<file path="config.mk">
export PLATFORM = sky130hd
export DESIGN_NAME = cache_victim_select
export DESIGN_NICKNAME = d
export VERILOG_FILES = /design/src/rtl/cache_pkg.sv /design/src/rtl/first_one_n.sv /design/src/rtl/cache_victim_select.sv
export SDC_FILE = /design/constraint.sdc
export NUM_CORES = 1
export LEC_CHECK = 0
export BUFFER_PORTS_ARGS = -buffer_cell sky130_fd_sc_hd__buf_2
export CAP_MARGIN = 20
export CORE_MARGIN = 2
export CORE_UTILIZATION = 35
export CTS_CLUSTER_SIZE = 14
export DETAILED_ROUTE_END_ITERATION = 7
export SETUP_SLACK_MARGIN = 0.1
export SLEW_MARGIN = 15
export SYNTH_ARGS = -nofsm -noshare
export SYNTH_HDL_FRONTEND = slang
export SYNTH_HIERARCHICAL = 1
export SYNTH_SLANG_ARGS = --single-unit
</file>
<file path="constraint.sdc">
create_clock -name clk_i -period 3.6 [get_ports clk_i]
set_clock_uncertainty 0.05 [all_clocks]
set_input_delay 0.18 -clock clk_i [delete_from_list [all_inputs] [get_ports clk_i]]
set_output_delay 0.18 -clock clk_i [all_outputs]
set_load 0.05 [all_outputs]
</file>
<file path="src/rtl/cache_pkg.sv">
// Shared types and helpers for the cache victim-way selector.
// Holds the selector FSM state encoding and the round-robin wrap function.
package cache_pkg;

   typedef enum logic {
      VS_IDLE = 1'b0,
      VS_HOLD = 1'b1
   } victim_state_e;

   // Next round-robin position; wraps at ways-1 rather than at a power of two.
   function automatic int unsigned rr_wrap(input int unsigned idx, input int unsigned ways);
      return (idx == ways - 1) ? 0 : idx + 1;
   endfunction

endpackage

</file>
<file path="src/rtl/first_one_n.sv">
// Lowest-set-bit encoder: returns the index of the lowest 1 in vec_i
// and a flag telling whether any bit is set.
module first_one_n #(
   parameter  int w_p   = 4,
   localparam int iw_lp = (w_p > 1) ? $clog2(w_p) : 1
) (
   input  logic [w_p-1:0]   vec_i,
   output logic [iw_lp-1:0] idx_o,
   output logic             any_o
);

   always_comb begin
      idx_o = '0;
      any_o = 1'b0;
      for (int i = w_p - 1; i >= 0; i--) begin
         if (vec_i[i]) begin
            idx_o = iw_lp'(i);
            any_o = 1'b1;
         end
      end
   end

endmodule

</file>
<file path="src/rtl/cache_victim_select.sv">
// Victim-way selector: lowest available way for fill, else round-robin eviction.
// Optional way locking is compiled in with CACHE_VICTIM_LOCK_EN.
module cache_victim_select
   import cache_pkg::*;
#(
   parameter  int ways_p      = 4,
   parameter  bit avail_bit_p = 1'b1,
   localparam int idx_w_lp    = $clog2(ways_p)
) (
   input  logic                clk_i,
   input  logic                rst_ni,
   input  logic                req_v_i,
   input  logic [ways_p-1:0]   avail_i,
   input  logic [ways_p-1:0]   lock_i,
   output logic                ready_o,
   output logic                victim_v_o,
   output logic [idx_w_lp-1:0] victim_o,
   output logic                victim_fill_o,
   output logic                victim_none_o,
   input  logic                victim_yumi_i,
   output victim_state_e       state_o
);

   // Handshake: a request is taken when req_v_i & ready_o at a rising edge; a
   // result is held on victim_v_o until victim_yumi_i is seen at a rising edge.

   localparam logic [idx_w_lp:0] ways_c = (idx_w_lp + 1)'(ways_p);

   victim_state_e         state_q;
   logic [idx_w_lp-1:0]   rr_q;
   logic [ways_p-1:0]     elig, free, rot;
   logic [idx_w_lp-1:0]   free_idx, rot_idx, evict_idx, sel_idx;
   logic                  free_any, rot_any, sel_fill, sel_none;
   logic [idx_w_lp:0]     rot_sum;

`ifdef CACHE_VICTIM_LOCK_EN
   assign elig = ~lock_i;
`else
   logic unused_lock;
   assign unused_lock = ^lock_i;
   assign elig        = '1;
`endif

   always_comb begin
      free = '0;
      for (int i = 0; i < ways_p; i++) begin
         free[i] = elig[i] & (avail_i[i] == avail_bit_p);
      end
   end

   // Rotate so bit 0 of rot is way rr_q; the first eligible bit gives the eviction offset.
   assign rot = ways_p'({elig, elig} >> rr_q);

   first_one_n #(.w_p(ways_p)) u_free_enc (
      .vec_i (free),
      .idx_o (free_idx),
      .any_o (free_any)
   );

   first_one_n #(.w_p(ways_p)) u_rot_enc (
      .vec_i (rot),
      .idx_o (rot_idx),
      .any_o (rot_any)
   );

   assign rot_sum   = {1'b0, rr_q} + {1'b0, rot_idx};
   assign evict_idx = (rot_sum >= ways_c) ? idx_w_lp'(rot_sum - ways_c) : rot_sum[idx_w_lp-1:0];

   always_comb begin
      sel_idx  = '0;
      sel_fill = 1'b0;
      sel_none = 1'b0;
      if (free_any) begin
         sel_idx  = free_idx;
         sel_fill = 1'b1;
      end else if (rot_any) begin
         sel_idx  = evict_idx;
      end else begin
         sel_none = 1'b1;
      end
   end

   always_ff @(posedge clk_i or negedge rst_ni) begin
      if (!rst_ni) begin
         state_q       <= VS_IDLE;
         rr_q          <= '0;
         ready_o       <= 1'b1;
         victim_v_o    <= 1'b0;
         victim_o      <= '0;
         victim_fill_o <= 1'b0;
         victim_none_o <= 1'b0;
      end else begin
         case (state_q)
            VS_IDLE: begin
               if (req_v_i) begin
                  state_q       <= VS_HOLD;
                  ready_o       <= 1'b0;
                  victim_v_o    <= 1'b1;
                  victim_o      <= sel_idx;
                  victim_fill_o <= sel_fill;
                  victim_none_o <= sel_none;
               end
            end
            VS_HOLD: begin
               if (victim_yumi_i) begin
                  state_q    <= VS_IDLE;
                  ready_o    <= 1'b1;
                  victim_v_o <= 1'b0;
                  if (!victim_fill_o && !victim_none_o) begin
                     rr_q <= idx_w_lp'(rr_wrap(32'(victim_o), ways_p));
                  end
               end
            end
            default: state_q <= VS_IDLE;
         endcase
      end
   end

   assign state_o = state_q;

endmodule

</file>
==> flow_metrics.py <==
metrics = {
    "status": {
        "outcome": "finished, final reports clean",
    },
    "detailed_routing": {
        "ant_nets": 0,
        "vias": 401,
        "wl_um": 825,
        "drc_errors": 0,
        "drtIter0Drc": 8,
        "first_pass_iters": 3,
        "wl_per_cell_um": 8.777,
        "vias_per_cell": 4.266,
    },
    "grt": {
        "busiest_layer": "met2",
        "grt_pass1_vias": 376,
        "antenna_found_initial": 0,
        "grtUsageTotal_pct": 11.66,
        "grt_max_degree": 10,
        "overflow": 0,
        "grtUsageMet2_pct": 17.81,
        "met1_usage_pct": 14.75,
        "grt_use_met3_pct": 5.172,
        "grt_pass1_wl_mm": 1.573,
    },
    "critical_path": {
        "slowest_delay_ns": 0.54,
        "cp_top_family": "flip-flops",
        "crit_path_end_kind": "primary output",
        "reg2reg_to": "victim_o[1]",
        "regToRegStartpoint": "rr_q[1]",
        "critPathLaunchType": "flip-flop",
        "cp.required_ns": 3.37,
        "cpMaxStageDelayCell": "dfstp_2",
        "cp_max_fo": 3,
        "reg2regPathDepth": 3,
        "path_cells": "buf_2",
        "critical_path_class": "reg -> out",
        "crit_buf_inv": 1,
        "critPathArrivalTime_ns": 1.06,
        "reg2reg_setup_slack_ns": 2.38,
    },
    "placed_design": {
        "placed_area_um2": 630.6,
        "gp_congestion": 0.6807,
        "dp_hpwl_um": 696.8,
        "io_buffer_count": 14,
    },
    "clocking": {
        "cts_resized": 0,
        "cts_buffers": 3,
        "cts-root-buf": "clkbuf_4",
        "cts.sinks": 9,
        "cts_setup_buffers": 0,
        "clk_pin_slew_ns": 0.06,
        "cts_tree": "built",
        "cts_max_level": 1,
        "clkLatencyLatePin_ns": 0.26,
        "hold_buffers": 1,
        "ctsLongestPathBuffers": 2,
    },
    "synth": {
        "synth-edff-count": 0,
        "yosysSeqAreaShare_pct": 44.58,
        "synth_seq_cells": 9,
        "synth_cell_types": 22,
        "synthArstFlopShare_pct": 100.0,
        "synth.area.top_cells": "dfrtp_1, mux2_2, dfstp_2, ha_1, xor3_1",
        "yosysTopAreaCellShare_pct": 39.41,
        "synth.largest_area_cell": "dfrtp_1",
        "synthFlopType": "dfrtp_1",
        "syn-cell-area_um2": 508.0,
        "netlist_instances": 51,
        "ys_warn_count": 6,
        "synth.avg_cell_area_um2": 9.961,
    },
    "final_layout": {
        "design_area_um2": 666.9,
        "design.final.nets": 94,
        "n_antenna_cell": 0,
        "area_growth_pct": 31.28,
        "layout-drive-gt1-share_pct": 32.91,
    },
    "timing": {
        "finalCriticalPeriod_ns": 1.287,
        "setup_viol_count_final": 0,
        "period_share_pct": 35.76,
        "rsz0062_at_grt": "false",
        "final_hold_viol_count": 0,
        "slew_violations": 0,
        "setup_tns_ns": 0,
        "clock.fmax_mhz": 776.8,
    },
    "flow_run": {
        "maxCapViolCount": 0,
    },
    "floorplan": {
        "chipWidth_um": 42.10,
        "pin_count": 19,
        "rows": 13,
        "core_mm2": 0.001334,
        "start_util_pct": 38.09,
        "dieHeight_um": 42.10,
        "die-area_mm2": 0.001772,
    },
    "power": {
        "power_density_mw_per_mm2": 528.6,
        "max-vdd-ir-drop_uv": 239.0,
        "p_leak_nw": 0.3404,
    },
    "hold_path": {
        "hold_path.class": "in -> reg",
        "hold_end": "ready_o",
        "hold_start": "req_v_i",
        "min_delay_path_depth": 2,
    },
}
[logic make-up (layout without fill, tap and decap cells)]
| logic type | count (synthesis) | after routing | share of synthesized area [%] |
|---|---|---|---|
| muxes | 3 | 3 | 6.650 |
| other | 1 | 10 | 0.7382 |
| buffers and inverters | 5 | 24 | 3.695 |
| DFF | 9 | 9 | 44.58 |
| AOI/OAI and AO/OA | 11 | 11 | 15.52 |
| and+or+nand+nor | 19 | 19 | 19.21 |
| adders and majority gates | 2 | 2 | 4.925 |
| xor gates and xnor gates | 1 | 1 | 4.679 |
[through the flow]
stage	hold WS [ns]	cells	power [mW]	worst slack [ns]	util, %
floorplan	-0.1656	60	0.2470	2.117	-
global placement	-0.009458	89	0.2766	2.373	47.28
detailed placement	-0.008806	89	0.2790	2.383	47.28
CTS	0.06875	94	0.3584	2.306	50.00
global route	0.07547	94	0.3825	2.284	50.00
finish	0.07070	94	0.3525	2.313	50.00
[cells in the mapped netlist, types with 2 or more instances]
| cell type | count |
|---|---|
| a21oi_1 | 2 |
| a21oi_2 | 2 |
| dfrtp_1 | 8 |
| ha_1 | 2 |
| inv_1 | 5 |
| mux2_2 | 3 |
| nand2_1 | 5 |
| nand2b_1 | 2 |
| nor2_1 | 6 |
| nor3_1 | 2 |
| o21ai_0 | 3 |
[state kept, by name (all words and copies together), names as in the netlist]
register / flops
victim_fill_o: 1
victim_none_o: 1
state_o: 1
victim_o: 2
ready_o: 1
rr_q: 2
victim_v_o: 1
[layer usage]
metal	share of wire [%]	up-vias
met5	0	-
met4	0	0
met3	6.2	0
met2	43	13
met1	50	164
li1	-	224
[worst max-delay path by stage]
| stage | cells after the start | end | start |
|---|---|---|---|
| 2_1_floorplan | 3 | rr_q[0] | state_o |
| 3_3_place_gp | 3 | victim_o[1] | rr_q[1] |
| 3_5_place_dp | 3 | victim_o[1] | rr_q[1] |
| 4_1_cts | 1 | ready_o | ready_o |
| 5_1_grt | 1 | ready_o | ready_o |
| 6_report | 1 | ready_o | ready_o |
[placed cells by master, fill, tap and decap left out, drive strengths merged]
cell,n
a21oi,4
a221oi,1
and3b,1
buf,14
clkbuf,4
conb,10
dfrtp,8
dfstp,1
dlygate4sd3,1
ha,2
inv,5
mux2,3
nand2,5
nand2b,3
nor2,6
nor2b,1
nor3,3
o21a,1
o21ai,3
o22ai,1
o31ai,1
xor3,1
[area by class of cell]
class                      count  area [µm²]
fill                         135       666.9
tap                           15       18.77
timing repair buffer          15       80.08
multi-input combinational     46       296.5
clock buffer                   4       26.28
inverter                       5       18.77
sequential                     9       226.5
[where the power goes]
| group | switching (mW) | internal, mW | leakage (nW) |
|---|---|---|---|
| Sequential | 0.0179 | 0.127 | 0.105 |
| Combinational | 0.0803 | 0.0503 | 0.220 |
| Clock | 0.0345 | 0.0427 | 0.0150 |
| Total | 0.133 | 0.220 | 0.340 |
Power figures use the tool's default switching activity.
